--- src/rtl/echo_pkg.sv ---
// ---------------------------------------------------------------------------
// echo_pkg
// Shared definitions for the echo ring-buffer scheduler:
//   - scheduler state encoding
//   - default ring-buffer geometry and datapath width
//   - default tap delays (0.125 / 0.25 / 0.375 s at 44.1 kHz)
// ---------------------------------------------------------------------------
package echo_pkg;

    localparam int ADDR_W_DEF = 15;
    localparam int DATA_W_DEF = 16;
    localparam int NTAPS_DEF  = 3;
    localparam int RD_LAT_DEF = 1;

    localparam logic [ADDR_W_DEF-1:0] TAP_DELAY_0 = 15'd5512;
    localparam logic [ADDR_W_DEF-1:0] TAP_DELAY_1 = 15'd11025;
    localparam logic [ADDR_W_DEF-1:0] TAP_DELAY_2 = 15'd16538;

    typedef enum logic [2:0] {
        ST_IDLE  = 3'd0,
        ST_WRITE = 3'd1,
        ST_READ  = 3'd2,
        ST_DRAIN = 3'd3,
        ST_DONE  = 3'd4,
        ST_CLEAR = 3'd5
    } echo_state_e;

endpackage

--- src/rtl/echo_rd_pipe.sv ---
// ---------------------------------------------------------------------------
// echo_rd_pipe
// RD_LAT-deep shift register carrying {valid, idx, zero_flag} for each read
// slot so the tap strobe lines up with the BRAM read data. Disabled taps ride
// the pipe with zero_flag set and come out with data forced to 0.
//
// Ports:
//   clk, reset          clock, synchronous active-high reset (flushes pipe)
//   issue_valid_i       a tap slot is being issued this cycle
//   issue_idx_i         index of the issued tap
//   issue_zero_i        tap is disabled: output data must be 0
//   mem_dout_i          BRAM read data (valid RD_LAT cycles after issue)
//   tap_valid_o         aligned tap strobe
//   tap_idx_o           aligned tap index (0 when not valid)
//   tap_data_o          tap sample (0 when not valid or tap disabled)
// ---------------------------------------------------------------------------
module echo_rd_pipe #(
    parameter int DATA_W = 16,
    parameter int TAP_W  = 2,
    parameter int RD_LAT = 1
) (
    input  logic              clk,
    input  logic              reset,
    input  logic              issue_valid_i,
    input  logic [TAP_W-1:0]  issue_idx_i,
    input  logic              issue_zero_i,
    input  logic [DATA_W-1:0] mem_dout_i,
    output logic              tap_valid_o,
    output logic [TAP_W-1:0]  tap_idx_o,
    output logic [DATA_W-1:0] tap_data_o
);

    logic [RD_LAT-1:0]            vld_q;
    logic [RD_LAT-1:0]            zero_q;
    logic [RD_LAT-1:0][TAP_W-1:0] idx_q;

    always_ff @(posedge clk) begin
        if (reset) begin
            vld_q  <= '0;
            zero_q <= '0;
            idx_q  <= '0;
        end else begin
            vld_q[0]  <= issue_valid_i;
            zero_q[0] <= issue_zero_i;
            idx_q[0]  <= issue_idx_i;
            for (int i = 1; i < RD_LAT; i++) begin
                vld_q[i]  <= vld_q[i-1];
                zero_q[i] <= zero_q[i-1];
                idx_q[i]  <= idx_q[i-1];
            end
        end
    end

    always_comb begin
        tap_valid_o = vld_q[RD_LAT-1];
        tap_idx_o   = vld_q[RD_LAT-1] ? idx_q[RD_LAT-1] : '0;
        tap_data_o  = (vld_q[RD_LAT-1] && !zero_q[RD_LAT-1]) ? mem_dout_i : '0;
    end

endmodule

--- src/rtl/echo_tap_scheduler.sv ---
// ---------------------------------------------------------------------------
// echo_tap_scheduler
// Sole master of the single-port echo ring-buffer BRAM. For every accepted
// sample: one write at wr_ptr, then one read slot per tap at
// (wr_ptr - delay_i), taps returned in index order, then frame_done.
//
// Build option: RINGBUF_CLEAR_EN -- after reset, sweep zeros through the
// whole ring buffer (CLEAR state) before accepting samples.
//
// Ports:
//   clk, reset                 clock, synchronous active-high reset
//   sample_valid/ready/in      input sample handshake and data
//   tap_delay, tap_enable      per-tap delay / enable, latched on accept
//   mem_en/we/addr/din/dout    BRAM port
//   tap_valid/idx/data         delayed tap samples to the mixer
//   frame_done                 pulse after the last tap of a frame
//   wr_ptr                     address of the next sample write
//
// state | meaning
// ------+--------------------------------------------------------------
// IDLE  | ready for a sample
// WRITE | write latched sample at wr_ptr
// READ  | one tap slot per cycle (read if enabled, idle slot otherwise)
// DRAIN | wait RD_LAT cycles for the last read data
// DONE  | frame_done, advance wr_ptr
// CLEAR | zero-fill sweep after reset (RINGBUF_CLEAR_EN builds only)
// ---------------------------------------------------------------------------
module echo_tap_scheduler
    import echo_pkg::*;
#(
    parameter int ADDR_W = ADDR_W_DEF,
    parameter int DATA_W = DATA_W_DEF,
    parameter int NTAPS  = NTAPS_DEF,
    parameter int RD_LAT = RD_LAT_DEF,
    parameter int TAP_W  = (NTAPS > 1) ? $clog2(NTAPS) : 1
) (
    input  logic                    clk,
    input  logic                    reset,
    input  logic                    sample_valid,
    output logic                    sample_ready,
    input  logic [DATA_W-1:0]       sample_in,
    input  logic [NTAPS*ADDR_W-1:0] tap_delay,
    input  logic [NTAPS-1:0]        tap_enable,
    output logic                    mem_en,
    output logic                    mem_we,
    output logic [ADDR_W-1:0]       mem_addr,
    output logic [DATA_W-1:0]       mem_din,
    input  logic [DATA_W-1:0]       mem_dout,
    output logic                    tap_valid,
    output logic [TAP_W-1:0]        tap_idx,
    output logic [DATA_W-1:0]       tap_data,
    output logic                    frame_done,
    output logic [ADDR_W-1:0]       wr_ptr
);

    localparam logic [2:0] S_IDLE  = ST_IDLE;
    localparam logic [2:0] S_WRITE = ST_WRITE;
    localparam logic [2:0] S_READ  = ST_READ;
    localparam logic [2:0] S_DRAIN = ST_DRAIN;
    localparam logic [2:0] S_DONE  = ST_DONE;
`ifdef RINGBUF_CLEAR_EN
    localparam logic [2:0] S_CLEAR = ST_CLEAR;
    localparam logic [2:0] S_RESET = S_CLEAR;
`else
    localparam logic [2:0] S_RESET = S_IDLE;
`endif

    localparam logic [TAP_W-1:0] LAST_SLOT  = TAP_W'(NTAPS - 1);
    localparam logic [1:0]       DRAIN_INIT = 2'(RD_LAT - 1);

    logic [2:0]              state_q,  state_d;
    logic [ADDR_W-1:0]       wr_ptr_q, wr_ptr_d;
    logic [DATA_W-1:0]       sample_q, sample_d;
    logic [NTAPS*ADDR_W-1:0] delay_q,  delay_d;
    logic [NTAPS-1:0]        en_q,     en_d;
    logic [TAP_W-1:0]        slot_q,   slot_d;
    logic [1:0]              drain_q,  drain_d;
`ifdef RINGBUF_CLEAR_EN
    logic [ADDR_W-1:0]       clr_q,    clr_d;
`endif

    logic [ADDR_W-1:0] cur_delay;
    logic              cur_en;
    logic              issue_valid;
    logic              issue_zero;

    always_comb begin
        state_d  = state_q;
        wr_ptr_d = wr_ptr_q;
        sample_d = sample_q;
        delay_d  = delay_q;
        en_d     = en_q;
        slot_d   = slot_q;
        drain_d  = drain_q;
`ifdef RINGBUF_CLEAR_EN
        clr_d    = clr_q;
`endif
        case (state_q)
            S_IDLE: begin
                if (sample_valid) begin
                    sample_d = sample_in;
                    delay_d  = tap_delay;
                    en_d     = tap_enable;
                    state_d  = S_WRITE;
                end
            end
            S_WRITE: begin
                slot_d  = '0;
                state_d = S_READ;
            end
            S_READ: begin
                if (slot_q == LAST_SLOT) begin
                    drain_d = DRAIN_INIT;
                    state_d = S_DRAIN;
                end else begin
                    slot_d = slot_q + 1'b1;
                end
            end
            S_DRAIN: begin
                if (drain_q == 2'd0) begin
                    state_d = S_DONE;
                end else begin
                    drain_d = drain_q - 1'b1;
                end
            end
            S_DONE: begin
                wr_ptr_d = wr_ptr_q + 1'b1;
                state_d  = S_IDLE;
            end
`ifdef RINGBUF_CLEAR_EN
            S_CLEAR: begin
                if (clr_q == '1) begin
                    state_d = S_IDLE;
                end else begin
                    clr_d = clr_q + 1'b1;
                end
            end
`endif
            default: state_d = S_IDLE;
        endcase
    end

    always_ff @(posedge clk) begin
        if (reset) begin
            state_q  <= S_RESET;
            wr_ptr_q <= '0;
            sample_q <= '0;
            delay_q  <= '0;
            en_q     <= '0;
            slot_q   <= '0;
            drain_q  <= '0;
`ifdef RINGBUF_CLEAR_EN
            clr_q    <= '0;
`endif
        end else begin
            state_q  <= state_d;
            wr_ptr_q <= wr_ptr_d;
            sample_q <= sample_d;
            delay_q  <= delay_d;
            en_q     <= en_d;
            slot_q   <= slot_d;
            drain_q  <= drain_d;
`ifdef RINGBUF_CLEAR_EN
            clr_q    <= clr_d;
`endif
        end
    end

    // Select the latched delay/enable of the tap owning the current slot.
    always_comb begin
        cur_delay = '0;
        cur_en    = 1'b0;
        for (int i = 0; i < NTAPS; i++) begin
            if (slot_q == TAP_W'(i)) begin
                cur_delay = delay_q[i*ADDR_W +: ADDR_W];
                cur_en    = en_q[i];
            end
        end
    end

    always_comb begin
        mem_en      = 1'b0;
        mem_we      = 1'b0;
        mem_addr    = '0;
        mem_din     = '0;
        issue_valid = 1'b0;
        issue_zero  = 1'b0;
        case (state_q)
            S_WRITE: begin
                mem_en   = 1'b1;
                mem_we   = 1'b1;
                mem_addr = wr_ptr_q;
                mem_din  = sample_q;
            end
            S_READ: begin
                // A disabled tap still consumes its slot and emits a zero pulse.
                issue_valid = 1'b1;
                if (cur_en) begin
                    mem_en   = 1'b1;
                    mem_addr = wr_ptr_q - cur_delay;
                end else begin
                    issue_zero = 1'b1;
                end
            end
`ifdef RINGBUF_CLEAR_EN
            S_CLEAR: begin
                mem_en   = 1'b1;
                mem_we   = 1'b1;
                mem_addr = clr_q;
            end
`endif
            default: ;
        endcase
    end

    assign sample_ready = (state_q == S_IDLE);
    assign frame_done   = (state_q == S_DONE);
    assign wr_ptr       = wr_ptr_q;

    echo_rd_pipe #(
        .DATA_W (DATA_W),
        .TAP_W  (TAP_W),
        .RD_LAT (RD_LAT)
    ) u_rd_pipe (
        .clk           (clk),
        .reset         (reset),
        .issue_valid_i (issue_valid),
        .issue_idx_i   (slot_q),
        .issue_zero_i  (issue_zero),
        .mem_dout_i    (mem_dout),
        .tap_valid_o   (tap_valid),
        .tap_idx_o     (tap_idx),
        .tap_data_o    (tap_data)
    );

endmodule

--- config.mk ---
export PLATFORM = sky130hd
export DESIGN_NAME = echo_tap_scheduler
export DESIGN_NICKNAME = d
export VERILOG_FILES = /design/src/rtl/echo_pkg.sv /design/src/rtl/echo_rd_pipe.sv /design/src/rtl/echo_tap_scheduler.sv
export SDC_FILE = /design/constraint.sdc
export NUM_CORES = 1
export LEC_CHECK = 0
export BUFFER_PORTS_ARGS = -buffer_cell sky130_fd_sc_hd__buf_4
export CAP_MARGIN = 20
export CORE_ASPECT_RATIO = 2
export CORE_MARGIN = 2
export CORE_UTILIZATION = 35
export DETAILED_ROUTE_END_ITERATION = 8
export GPL_TIMING_DRIVEN = 0
export HOLD_SLACK_MARGIN = 0.12
export SLEW_MARGIN = 40
export SYNTH_ARGS = -nofsm -noshare
export SYNTH_HDL_FRONTEND = slang
export SYNTH_SLANG_ARGS = --single-unit
export TNS_END_PERCENT = 30
--- constraint.sdc ---
create_clock -name clk -period 5.1 [get_ports clk]
set_input_delay 1.02 -clock clk [delete_from_list [all_inputs] [get_ports clk]]
set_output_delay 1.02 -clock clk [all_outputs]
set_load 0.05 [all_outputs]
==> metrics.cfg <==
[status]
status = finished clean

[finish]
syn_to_final_growth_pct = 35.4
fin_util_pct = 48.0
antennaDiodeCount = 0
design_area_um2 = 6410
final_cell_mix = nand2_1, buf_4, a21oi_1
drive_gt1_share_pct = 22.8
stdcell_count = 972
mostFrequentLayoutCell = nand2_1
nNetsFinal = 915

[routing]
remaining_drc_errors = 0
antenna_left = 0
via_count = 4953
routed_via_density = 5.10
routed_wl_um = 15200
dr.pass1.iters = 4
wire_per_inst_um = 15.6
drt_iter0_markers = 169

[setup_path]
cp-start-kind = flop
crit_type = flop to output pin
endpoint_kind = output pin
cp.required_ns = 4.08
crit_arrival_ns = 3.91
path_max_fanout = 10

[clock_tree]
cts_tree = done
clk_latency_ns = 0.34
clockRootBuffer = clkbuf_16
htree_levels = 3
holdBufCountCts = 0
ctsLongestPathBuffers = 2
cts_made_buffers = 9
clock-sinks = 90
cts.clk_slew.worst_paths_ns = 0.07

[place]
numPortBuffers = 150
placedInstanceArea_um2 = 6050
dp_slack_ns = -0.214
dp_cells = 958
gp_congestion = 0.936
dp_hpwl_um = 12200

[power_and_ir_drop]
p_leak_nw = 2.85
cellPowerDensity_nw_per_um2 = 310
irDropWorstVdd_mv = 0.175

[min_path]
hold_class = flop to flop

[global_routing]
antenna_found_initial = 0
grt-ovfl-total = 0
grt_pass1_vias = 4893
track_usage_pct = 20.9
grt_start_max_net_pins = 16
grt_pass1_wl_um = 23800

[timing]
period_share_pct = 96.7
worst_pin_slew_ns = 0.742
skew_ns = 0.00518
slew_headroom_pct = 50.5
finalMaxSlewViolations = 0
fmax_ghz = 0.203
setup-tns-final_ns = 0
hold_violations = 0
fin_crit_ns = 4.93
rsz0062_at_grt = true
setup-violations-final = 0
fin_ws_ns = 0.169

[floorplan]
die_h_um = 168
num_rows = 60
fp.dieW_um = 86.2
core_area_um2 = 13400
dieArea_um2 = 14500
boundaryPins = 152
start_util_pct = 35.4

[yosys]
async_reset_ff_share_pct = 0
synth-seq-cells = 90
syn_area_um2 = 4730
yosys_warnings = 0
netlist_instances = 653
synth_seq_area_share_pct = 38.1
synth_fp_nets = 756
synth_edf_count = 0
syn_area_per_cell_um2 = 7.25
synth_top_flop_cell = dfxtp_1
yosysUniqueCellTypes = 48

[run]
drv_cap = 0

==> metrics by stage <==
stage / hold WS, ns / total power, mW
after floorplan: 0.432 / 1.11
after global placement: 0.440 / 1.27
after global routing: 0.475 / 2.08
after CTS: 0.454 / 1.99
after detailed placement: 0.445 / 1.28
final: 0.452 / 1.98
==> path summary, 6_finish.rpt <==
check | slack (ns) | startpoint | depth (start not counted) | end
worst min-delay path | 0.45 | sample_q[14] | 2 | sample_q[14]
worst min register to register | 0.45 | sample_q[14] | 2 | sample_q[14]
worst max-delay path | 0.17 | slot_q[0] | 17 | mem_addr[12]
worst max register to register | 2.72 | state_q[1] | 7 | delay_q[37]
==> Yosys cell counts, types with 2 or more instances <==
| cell | n | area, um^2 |
|---|---|---|
| dfxtp_1 | 90 | 1800 |
| a21oi_1 | 110 | 551 |
| a31oi_1 | 4 | 25.0 |
| nand2_1 | 176 | 661 |
| xor2_1 | 17 | 149 |
| o21ai_1 | 9 | 45.0 |
| nor2_1 | 57 | 214 |
| buf_1 | 2 | 7.51 |
| a211oi_1 | 2 | 15.0 |
| o21ai_0 | 9 | 45.0 |
| ha_1 | 19 | 238 |
| nand4_1 | 4 | 25.0 |
| or3_1 | 2 | 12.5 |
| o22ai_1 | 3 | 18.8 |
| xnor2_1 | 8 | 70.1 |
| inv_1 | 10 | 37.5 |
| a22oi_1 | 2 | 15.0 |
| nor3_1 | 4 | 20.0 |
| nor2b_1 | 4 | 25.0 |
| and2_1 | 24 | 150 |
| nand2b_1 | 2 | 12.5 |
| nand3_1 | 8 | 40.0 |
| a21o_1 | 6 | 45.0 |
| clkbuf_1 | 36 | 135 |
| nand3b_1 | 3 | 22.5 |
| and4_1 | 2 | 17.5 |
| and3_1 | 19 | 119 |
==> where the power goes <==
| group | switching [mW] | internal (mW) | total, mW |
|---|---|---|---|
| Combinational | 0.313 | 0.196 | 0.509 |
| Sequential | 0.0253 | 0.749 | 0.774 |
| Clock | 0.291 | 0.409 | 0.700 |
==> area by class of cell <==
type                       instances  area (um^2)
buffer                            37          150
clock buffer                      11          253
clock inverter                     5         60.1
fill                            1392         6950
inverter                          11         41.3
multi-input combinational        512         2780
sequential                        90         1800
tap                              155          194
timing repair buffer             151         1130
==> sequential cells by signal, indices dropped and copies added (netlist names) <==
| signal | cells |
|---|---|
| delay_q | 45 |
| drain_q | 2 |
| en_q | 3 |
| sample_q | 16 |
| slot_q | 2 |
| state_q | 3 |
| u_rd_pipe.idx_q | 2 |
| u_rd_pipe.tap_valid_o | 1 |
| u_rd_pipe.zero_q | 1 |
| wr_ptr | 15 |
==> repair_timing <==
action | CTS | global route
resized for setup | 8 | 12
setup endpoints to repair | 4 | 4
pin swaps | 1 | 1
buffers inserted | 1 | 0
==> logic make-up (layout without fill, tap and decap cells) <==
group	Yosys count	after routing	share of synthesized area (%)
xor+xnor	25	25	4.63
compound gates	155	155	18.5
buf+inv	51	215	4.15
flops	90	90	38.1
fa+ha+maj	20	20	5.45
simple gates	311	311	29.0
mux	1	1	0.212
==> metal layers <==
layer | vias to the layer above | GRT usage (%) | wire [um]
met3 | 21 | 3.14 | 456
met2 | 116 | 40.3 | 8790
li1 | 2509 | - | -
met5 | - | 0 | 0
met4 | 0 | 8.15 | 397
met1 | 2307 | 21.9 | 5520
==> worst max-delay path: stages, from the launching register on <==
cell and delay (ns):
dfxtp_1 0.33, inv_1 0.12, ha_1 0.16, clkbuf_1 0.28, buf_2 0.28, nand2_1 0.07
o21ai_1 0.12, ha_1 0.20, inv_1 0.05, fa_1 0.39, a21o_1 0.22, a221oi_4 0.34
buf_4 0.20, o221ai_1 0.12, a21oi_1 0.20, xor2_1 0.18, o21ai_1 0.08, buf_4 0.21
Note: power is estimated with default switching activity, not from simulation.
